==> src/rtl/wb_port_arbiter_pkg.sv <==
// Shared types for the register-file write-port arbiter: data width, register
// address, arbiter FSM states and the buffered long-latency result entry.
package wb_port_arbiter_pkg;

    localparam int XLEN = 32;

    typedef logic [4:0] reg_addr_t;

    typedef enum logic [1:0] {
        IDLE,
        WAIT,
        FORCE
    } wb_state_e;

    typedef struct packed {
        reg_addr_t         rd;
        logic [XLEN-1:0]   data;
    } wb_entry_t;

endpackage

==> src/rtl/wb_port_arbiter_if.sv <==
// Write-port bundle: writeback stage, long-latency unit return path, decode
// scoreboard queries and the register-file write port.
interface wb_port_arbiter_if;
    import wb_port_arbiter_pkg::*;

    logic              RegWriteW;
    reg_addr_t         RdW;
    logic [XLEN-1:0]   ResultW;
    logic              lu_valid;
    reg_addr_t         lu_rd;
    logic [XLEN-1:0]   lu_data;
    logic              lu_ready;
    reg_addr_t         rs1D;
    reg_addr_t         rs2D;
    logic              rd_pend1;
    logic              rd_pend2;
    logic              stall_req;
    logic              rf_we;
    reg_addr_t         rf_waddr;
    logic [XLEN-1:0]   rf_wdata;

    // Pipeline side: drives W/LU/decode, receives the write port and hazard info.
    modport master (
        output RegWriteW, RdW, ResultW, lu_valid, lu_rd, lu_data, rs1D, rs2D,
        input  lu_ready, rd_pend1, rd_pend2, stall_req, rf_we, rf_waddr, rf_wdata
    );

    modport slave (
        input  RegWriteW, RdW, ResultW, lu_valid, lu_rd, lu_data, rs1D, rs2D,
        output lu_ready, rd_pend1, rd_pend2, stall_req, rf_we, rf_waddr, rf_wdata
    );

endinterface

==> src/rtl/wb_port_arbiter_fifo.sv <==
// Small circular buffer of pending long-latency results; exposes every slot's
// destination and valid bit so the top can run the pending-rd scoreboard.
module wb_port_arbiter_fifo
    import wb_port_arbiter_pkg::*;
#(
    parameter  int DEPTH = 4,
    localparam int AW    = $clog2(DEPTH),
    localparam int CW    = AW + 1
) (
    input  logic             clk,
    input  logic             rst,
    input  logic             push_i,
    input  wb_entry_t        push_entry_i,
    input  logic             pop_i,
    output wb_entry_t        head_o,
    output logic             full_o,
    output logic             empty_o,
    output logic [CW-1:0]    count_o,
    output reg_addr_t        rd_o [DEPTH],
    output logic [DEPTH-1:0] valid_o
);

    wb_entry_t        mem_q [DEPTH];
    logic [AW-1:0]    wr_ptr_q;
    logic [AW-1:0]    rd_ptr_q;
    logic [CW-1:0]    count_q;
    logic [CW-1:0]    count_d;
    logic [DEPTH-1:0] valid_q;

    always_comb begin
        count_d = count_q;
        if (push_i && !pop_i) begin
            count_d = count_q + CW'(1);
        end else if (pop_i && !push_i) begin
            count_d = count_q - CW'(1);
        end
    end

    // Pointers wrap naturally because DEPTH is a power of two.
    always_ff @(posedge clk or negedge rst) begin
        if (!rst) begin
            wr_ptr_q <= '0;
            rd_ptr_q <= '0;
            count_q  <= '0;
            valid_q  <= '0;
        end else begin
            if (pop_i) begin
                rd_ptr_q          <= rd_ptr_q + AW'(1);
                valid_q[rd_ptr_q] <= 1'b0;
            end
            if (push_i) begin
                wr_ptr_q          <= wr_ptr_q + AW'(1);
                valid_q[wr_ptr_q] <= 1'b1;
            end
            count_q <= count_d;
        end
    end

    // NOTE: payload storage has no reset; valid_q alone decides which slots mean anything.
    always_ff @(posedge clk) begin
        if (push_i) begin
            mem_q[wr_ptr_q] <= push_entry_i;
        end
    end

    always_comb begin
        for (int i = 0; i < DEPTH; i++) begin
            rd_o[i] = mem_q[i].rd;
        end
    end

    assign head_o  = mem_q[rd_ptr_q];
    assign full_o  = (count_q == CW'(DEPTH));
    assign empty_o = (count_q == '0);
    assign count_o = count_q;
    assign valid_o = valid_q;

endmodule

==> src/rtl/wb_port_arbiter.sv <==
// Register-file write-port arbiter: W stage has priority, LU results are buffered
// and drained into free W slots, with a starvation bubble request and rd scoreboard.
module wb_port_arbiter
    import wb_port_arbiter_pkg::*;
#(
    parameter int DEPTH    = 4,
    parameter int MAX_WAIT = 8
) (
    input  logic                clk,
    input  logic                rst,
    wb_port_arbiter_if.slave    bus
);

    localparam int CW = $clog2(DEPTH) + 1;
    localparam int WW = (MAX_WAIT > 1) ? $clog2(MAX_WAIT) : 1;

    logic             slot_busy;
    logic             drain;
    logic             bypass;
    logic             push;
    logic             empty_after;
    logic             fifo_full;
    logic             fifo_empty;
    logic [CW-1:0]    fifo_count;
    wb_entry_t        head;
    reg_addr_t        entry_rd [DEPTH];
    logic [DEPTH-1:0] entry_valid;
    logic             pend1;
    logic             pend2;

    wb_state_e        state_q;
    logic [WW-1:0]    wait_cnt_q;
    logic             stall_req_q;

    // A W write to x0 is architecturally a no-op, so that slot is free for the LU.
    assign slot_busy   = bus.RegWriteW && (bus.RdW != '0);
    assign drain       = !slot_busy && !fifo_empty;
    assign bypass      = !slot_busy && fifo_empty && bus.lu_valid;
    assign bus.lu_ready = !fifo_full;
    assign push        = bus.lu_valid && !fifo_full && !bypass && (bus.lu_rd != '0);
    assign empty_after = drain && !push && (fifo_count == CW'(1));

    wb_port_arbiter_fifo #(.DEPTH(DEPTH)) u_fifo (
        .clk          (clk),
        .rst          (rst),
        .push_i       (push),
        .push_entry_i ('{rd: bus.lu_rd, data: bus.lu_data}),
        .pop_i        (drain),
        .head_o       (head),
        .full_o       (fifo_full),
        .empty_o      (fifo_empty),
        .count_o      (fifo_count),
        .rd_o         (entry_rd),
        .valid_o      (entry_valid)
    );

    // NOTE: every always_comb output gets a default first so no path can infer a latch.
    always_comb begin
        bus.rf_we    = 1'b0;
        bus.rf_waddr = '0;
        bus.rf_wdata = '0;
        if (!rst) begin
            bus.rf_we = 1'b0;
        end else if (slot_busy) begin
            bus.rf_we    = 1'b1;
            bus.rf_waddr = bus.RdW;
            bus.rf_wdata = bus.ResultW;
        end else if (!fifo_empty) begin
            bus.rf_we    = 1'b1;
            bus.rf_waddr = head.rd;
            bus.rf_wdata = head.data;
        end else if (bus.lu_valid) begin
            bus.rf_we    = (bus.lu_rd != '0);
            bus.rf_waddr = bus.lu_rd;
            bus.rf_wdata = bus.lu_data;
        end
    end

    always_ff @(posedge clk or negedge rst) begin
        if (!rst) begin
            state_q     <= IDLE;
            wait_cnt_q  <= '0;
            stall_req_q <= 1'b0;
        end else begin
            unique case (state_q)
                IDLE: begin
                    if (push) begin
                        state_q    <= WAIT;
                        wait_cnt_q <= '0;
                    end
                end
                WAIT: begin
                    if (drain) begin
                        wait_cnt_q <= '0;
                        if (empty_after) state_q <= IDLE;
                    end else if (wait_cnt_q == WW'(MAX_WAIT - 1)) begin
                        state_q     <= FORCE;
                        stall_req_q <= 1'b1;
                    end else begin
                        wait_cnt_q <= wait_cnt_q + WW'(1);
                    end
                end
                FORCE: begin
                    if (drain) begin
                        stall_req_q <= 1'b0;
                        wait_cnt_q  <= '0;
                        state_q     <= empty_after ? IDLE : WAIT;
                    end
                end
                default: begin
                    state_q     <= IDLE;
                    stall_req_q <= 1'b0;
                end
            endcase
        end
    end

    assign bus.stall_req = stall_req_q;

    always_comb begin
        pend1 = 1'b0;
        pend2 = 1'b0;
        for (int i = 0; i < DEPTH; i++) begin
            if (entry_valid[i] && (entry_rd[i] == bus.rs1D)) pend1 = 1'b1;
            if (entry_valid[i] && (entry_rd[i] == bus.rs2D)) pend2 = 1'b1;
        end
    end

    assign bus.rd_pend1 = pend1 && (bus.rs1D != '0);
    assign bus.rd_pend2 = pend2 && (bus.rs2D != '0);

endmodule

==> src/flat_wrapper.sv <==
// flat-port wrapper written by rule: the top's interface ports become plain ports
module wb_port_arbiter_flat import wb_port_arbiter_pkg::*;
#(
    parameter int DEPTH    = 4,
    parameter int MAX_WAIT = 8
)
  (clk, rst, bus_RegWriteW, bus_RdW, bus_ResultW, bus_lu_valid, bus_lu_rd, bus_lu_data, bus_rs1D, bus_rs2D, bus_lu_ready, bus_rd_pend1, bus_rd_pend2, bus_stall_req, bus_rf_we, bus_rf_waddr, bus_rf_wdata);
  wb_port_arbiter_if bus_i ();
  input  logic clk;
  input  logic rst;
  input wire logic [$bits(bus_i.RegWriteW)-1:0] bus_RegWriteW;
  input wire logic [$bits(bus_i.RdW)-1:0] bus_RdW;
  input wire logic [$bits(bus_i.ResultW)-1:0] bus_ResultW;
  input wire logic [$bits(bus_i.lu_valid)-1:0] bus_lu_valid;
  input wire logic [$bits(bus_i.lu_rd)-1:0] bus_lu_rd;
  input wire logic [$bits(bus_i.lu_data)-1:0] bus_lu_data;
  input wire logic [$bits(bus_i.rs1D)-1:0] bus_rs1D;
  input wire logic [$bits(bus_i.rs2D)-1:0] bus_rs2D;
  output wire logic [$bits(bus_i.lu_ready)-1:0] bus_lu_ready;
  output wire logic [$bits(bus_i.rd_pend1)-1:0] bus_rd_pend1;
  output wire logic [$bits(bus_i.rd_pend2)-1:0] bus_rd_pend2;
  output wire logic [$bits(bus_i.stall_req)-1:0] bus_stall_req;
  output wire logic [$bits(bus_i.rf_we)-1:0] bus_rf_we;
  output wire logic [$bits(bus_i.rf_waddr)-1:0] bus_rf_waddr;
  output wire logic [$bits(bus_i.rf_wdata)-1:0] bus_rf_wdata;
  assign bus_i.RegWriteW = bus_RegWriteW;
  assign bus_i.RdW = bus_RdW;
  assign bus_i.ResultW = bus_ResultW;
  assign bus_i.lu_valid = bus_lu_valid;
  assign bus_i.lu_rd = bus_lu_rd;
  assign bus_i.lu_data = bus_lu_data;
  assign bus_i.rs1D = bus_rs1D;
  assign bus_i.rs2D = bus_rs2D;
  assign bus_lu_ready = bus_i.lu_ready;
  assign bus_rd_pend1 = bus_i.rd_pend1;
  assign bus_rd_pend2 = bus_i.rd_pend2;
  assign bus_stall_req = bus_i.stall_req;
  assign bus_rf_we = bus_i.rf_we;
  assign bus_rf_waddr = bus_i.rf_waddr;
  assign bus_rf_wdata = bus_i.rf_wdata;
  wb_port_arbiter #(.DEPTH(DEPTH), .MAX_WAIT(MAX_WAIT)) u_core (.clk(clk), .rst(rst), .bus(bus_i));
endmodule
==> config.mk <==
export PLATFORM = sky130hd
export DESIGN_NAME = wb_port_arbiter_flat
export DESIGN_NICKNAME = d
export VERILOG_FILES = /design/src/rtl/wb_port_arbiter_pkg.sv /design/src/rtl/wb_port_arbiter_if.sv /design/src/rtl/wb_port_arbiter_fifo.sv /design/src/rtl/wb_port_arbiter.sv /design/src/flat_wrapper.sv
export SDC_FILE = /design/constraint.sdc
export NUM_CORES = 1
export LEC_CHECK = 0
export CORE_ASPECT_RATIO = 1.2
export CORE_UTILIZATION = 55
export DETAILED_ROUTE_END_ITERATION = 12
export PLACE_DENSITY = 0.82
export SLEW_MARGIN = 20
export SYNTH_ARGS = -nofsm -noshare
export SYNTH_HDL_FRONTEND = slang
export SYNTH_SLANG_ARGS = --single-unit
==> constraint.sdc <==
create_clock -name clk -period 5.05 [get_ports clk]
set_clock_uncertainty 0.1 [all_clocks]
set_input_delay 0.7575 -clock clk [delete_from_list [all_inputs] [get_ports clk]]
set_output_delay 0.7575 -clock clk [all_outputs]
set_load 0.01 [all_outputs]
==> summary.txt <==
Power and ir drop
  • Total power per unit cell area: 496 nW/µm²
  • Combinational group share of total power: 0.325
  • Power dissipated by switching net loads: 0.00150 W
  • Pwr Total: about 0.0048 W
  • Cell internal power dissipation: around 0.0033 W
  • Sequential share of power: 0.419
  • Total leakage power: between 3 and 4 nW
  • Part of the total power dissipated in the clock network: 0.256
  • Peak VDD IR: 0.324 mV
  • Switching part of the total: 0.316

Floorplanning
  • Initial core utilization: 0.572
  • Overall die area: 14,400 µm²
  • Area of the core region: 13,400 µm²
  • Std-Cell Rows: 46
  • Overall die height: 131 µm
  • Width of the die: 110 µm
  • # IOs: 130

Global route
  • Largest net degree at the start of global routing: 44
  • GRT Residual Overflow: 0
  • Wire length of the first global-routing pass: about 27,000 µm
  • Initial antenna violation count: 0
  • Via count of the first global-routing pass: 5,053
  • Global routing usage summed across all routing layers: 0.260

Setup path
  • CP Max Fanout: 43
  • WS Path Type: in2out
  • Worst path required time: 4.19 ns
  • Endpoint of the worst-slack reg-to-reg timing path: u_core.u_fifo.mem_q[3][2]
  • FF-to-FF Start: u_core.u_fifo.count_o[0]
  • Worst reg2reg setup slack: 2.17 ns
  • Startpoint kind of the worst setup timing path: input pin
  • Critical Path Sink Type: output pin
  • Count of cells along the worst register-to-register path: 6
  • Crit path DAT: between 3 and 4 ns

Routing
  • Violation count after the first detailed-route iteration: around 300
  • Wire length per cell: ~22 µm
  • DR DRC count: 0
  • Post-route ant nets: 0
  • Aggregate routed wire length: 17,500 µm
  • Vias per cell: 6.08
  • Detailed-router iteration count before antenna repair: 5
  • Number of vias in the routed layout: ~4.8k

Layout
  • Antenna diode count: 0
  • Ratio of cells with drive above 1 in the final layout: 0.147
  • Non-Filler Instances: roughly 790
  • Number of nets in the layout: approximately 720
  • Signed area change from the synthesized netlist to the final layout: 25.5%

Logic synthesis
  • Share of the synthesized area in the top cell type: 0.582
  • Post-synthesis cell type with the largest combined area: sky130_fd_sc_hd__edfxtp_1
  • Number of synthesized register bits: about 170
  • Most frequent cell after synthesis: sky130_fd_sc_hd__edfxtp_1
  • Fraction of registers with async set or reset after synthesis: 0.103
  • Ys flop type: sky130_fd_sc_hd__edfxtp_1
  • Part of the Yosys area used for sequential elements: 0.638
  • Number of library cell types mapped by synthesis: slightly above 40
  • Net count after synthesis: 601
  • Cells after Synth: about 500
  • Count of synthesis-stage warnings from yosys: 0
  • Count of flip-flops with a built-in enable after synthesis: ~150
  • Post-Synthesis Cell Area: around 7600 µm²
  • Most used standard cells in the synthesized netlist: 148 x sky130_fd_sc_hd__edfxtp_1, 41 x sky130_fd_sc_hd__o21ai_0, 38 x sky130_fd_sc_hd__a21oi_1
  • Synth top area cells: sky130_fd_sc_hd__edfxtp_1 58%, sky130_fd_sc_hd__mux4_2 11%, sky130_fd_sc_hd__dfrtp_1 5.6%
  • Average cell area after synthesis: roughly 15 µm²

STA
  • Slew Viols, Final: 0
  • Maximum frequency from static timing analysis: 0.243 GHz
  • Shortest clock period the worst path allows after layout: 4.12 ns
  • Setup Total Neg Slack: 0 ns
  • Measured slew at the worst slew-check pin: between 1 and 1.5 ns
  • Headroom to the max-slew limit: 0.282
  • Worst-case hold slack: about 0.29 ns
  • Unrepaired setup endpoints after global routing: no
  • Final setup vio count: 0
  • Final hold violations: 0
  • Ratio of final minimum period to clock period: 0.815

Min path
  • Class of the tightest hold or removal check: in2async

Placement
  • Number of placed instances, taps included: approximately 760
  • DP HPWL: 11,100 µm
  • Global placer's final weighted congestion: around 0.9
  • PortBufs: ~130

CTS
  • H-tree lvl count: 4
  • Insertion delay to the later sink of the worst-skew pair: approximately 0.42 ns
  • Clock tree from TritonCTS: built
  • Clock-pin transition on the worst setup and hold timing paths: approximately 0.060 ns
  • Clock net sink count: approximately 170
  • Maximum clock insertion buffer count: 2
  • Post-CTS resize count: 0
  • Hold buffer count at CTS: 0
  • Setup Fix Bufs, Post-CTS: 0
  • Cts bufs inserted: 17
  • Library cell used as clock root buffer: sky130_fd_sc_hd__clkbuf_16

Outcome
  • Run status: completed

Job
  • Maxcap violations: 0
critical path, cell delays in order:
cell and delay [ns]:
sky130_fd_sc_hd__clkdlybuf4s50_1 0.44, sky130_fd_sc_hd__or4_4 0.54, sky130_fd_sc_hd__o21ai_4 0.18, sky130_fd_sc_hd__buf_4 0.41, sky130_fd_sc_hd__o21ai_0 0.16, sky130_fd_sc_hd__a21oi_1 0.18
sky130_fd_sc_hd__clkdlybuf4s50_1 0.58
metrics by stage:
stage,util,cell area (µm²),worst slack (ns)
after floorplan,-,7630,2.09
after global placement,0.676,9030,1.02
after detailed placement,0.676,9030,0.943
after CTS,0.718,9580,0.926
after global routing,0.718,9580,0.779
final,0.718,9580,0.934
cell usage in the layout (no fill, tap or decap), drive strengths merged, types with 8 or more instances in the layout:
cell / instances
edfxtp: 148
xnor2: 11
xor2: 35
nand2: 11
nand3: 8
nor4: 8
a21oi: 39
clkbuf: 18
mux4: 37
o21ai: 42
buf: 9
inv: 14
clkdlybuf4s50: 128
ha: 16
dfrtp: 17
a22oi: 37
worst max path at each step:
stage                            end        from  cells past startpoint  slack (ns)
detailed placement  bus_rf_wdata[27]  bus_RdW[1]                      7        0.94
global placement    bus_rf_wdata[22]  bus_RdW[1]                      7        1.02
global route         bus_rf_wdata[4]  bus_RdW[1]                      7        0.78
floorplan           bus_rf_wdata[13]  bus_RdW[0]                      6        2.09
finish              bus_rf_wdata[10]  bus_RdW[1]                      7        0.93
CTS                  bus_rf_wdata[3]  bus_RdW[1]                      7        0.93
layer usage:
| layer | up-vias | routed length, µm | GRT usage |
|---|---|---|---|
| li1 | 2192 | - | - |
| met1 | 2411 | 6720 | 0.328 |
| met2 | 198 | 9480 | 0.460 |
| met3 | 24 | 1030 | 0.0450 |
| met4 | 0 | 259 | 0.0839 |
| met5 | - | 0 | 0 |
sequential cells by signal (all words and copies together) (netlist names):
signal                  count
u_core.u_fifo.rd_ptr_q      2
u_core.state_q              2
u_core.bus.stall_req        1
u_core.u_fifo.valid_o       4
u_core.u_fifo.wr_ptr_q      2
u_core.u_fifo.mem_q       148
u_core.u_fifo.count_o       3
u_core.wait_cnt_q           3
power groups by stage:
stage / registers (W) / clock network [W] / logic, W
after floorplan: 0.00190 / 0 / 0.00110
after global placement: 0.00200 / 0 / 0.00152
after detailed placement: 0.00202 / 0 / 0.00154
after CTS: 0.00199 / 0.00123 / 0.00156
after global routing: 0.00202 / 0.00128 / 0.00168
final: 0.00199 / 0.00122 / 0.00154
cell families after synthesis:
| group | synth area share |
|---|---|
| AOI/OAI and AO/OA | 0.109 |
| xor gates and xnor gates | 0.0528 |
| adders and majority gates | 0.0262 |
| buffers and inverters | 0.0279 |
| DFF | 0.638 |
| muxes | 0.112 |
| and+or+nand+nor | 0.0341 |
layout make-up:
cell class	count	area, µm²
sequential	165	4870
fill	846	3770
multi-input combinational	282	2560
timing repair buffer	137	1350
clock buffer	18	429
tap	168	210
clock inverter	13	126
inverter	10	37.5
No activity file was read; power rests on OpenSTA's default activity.
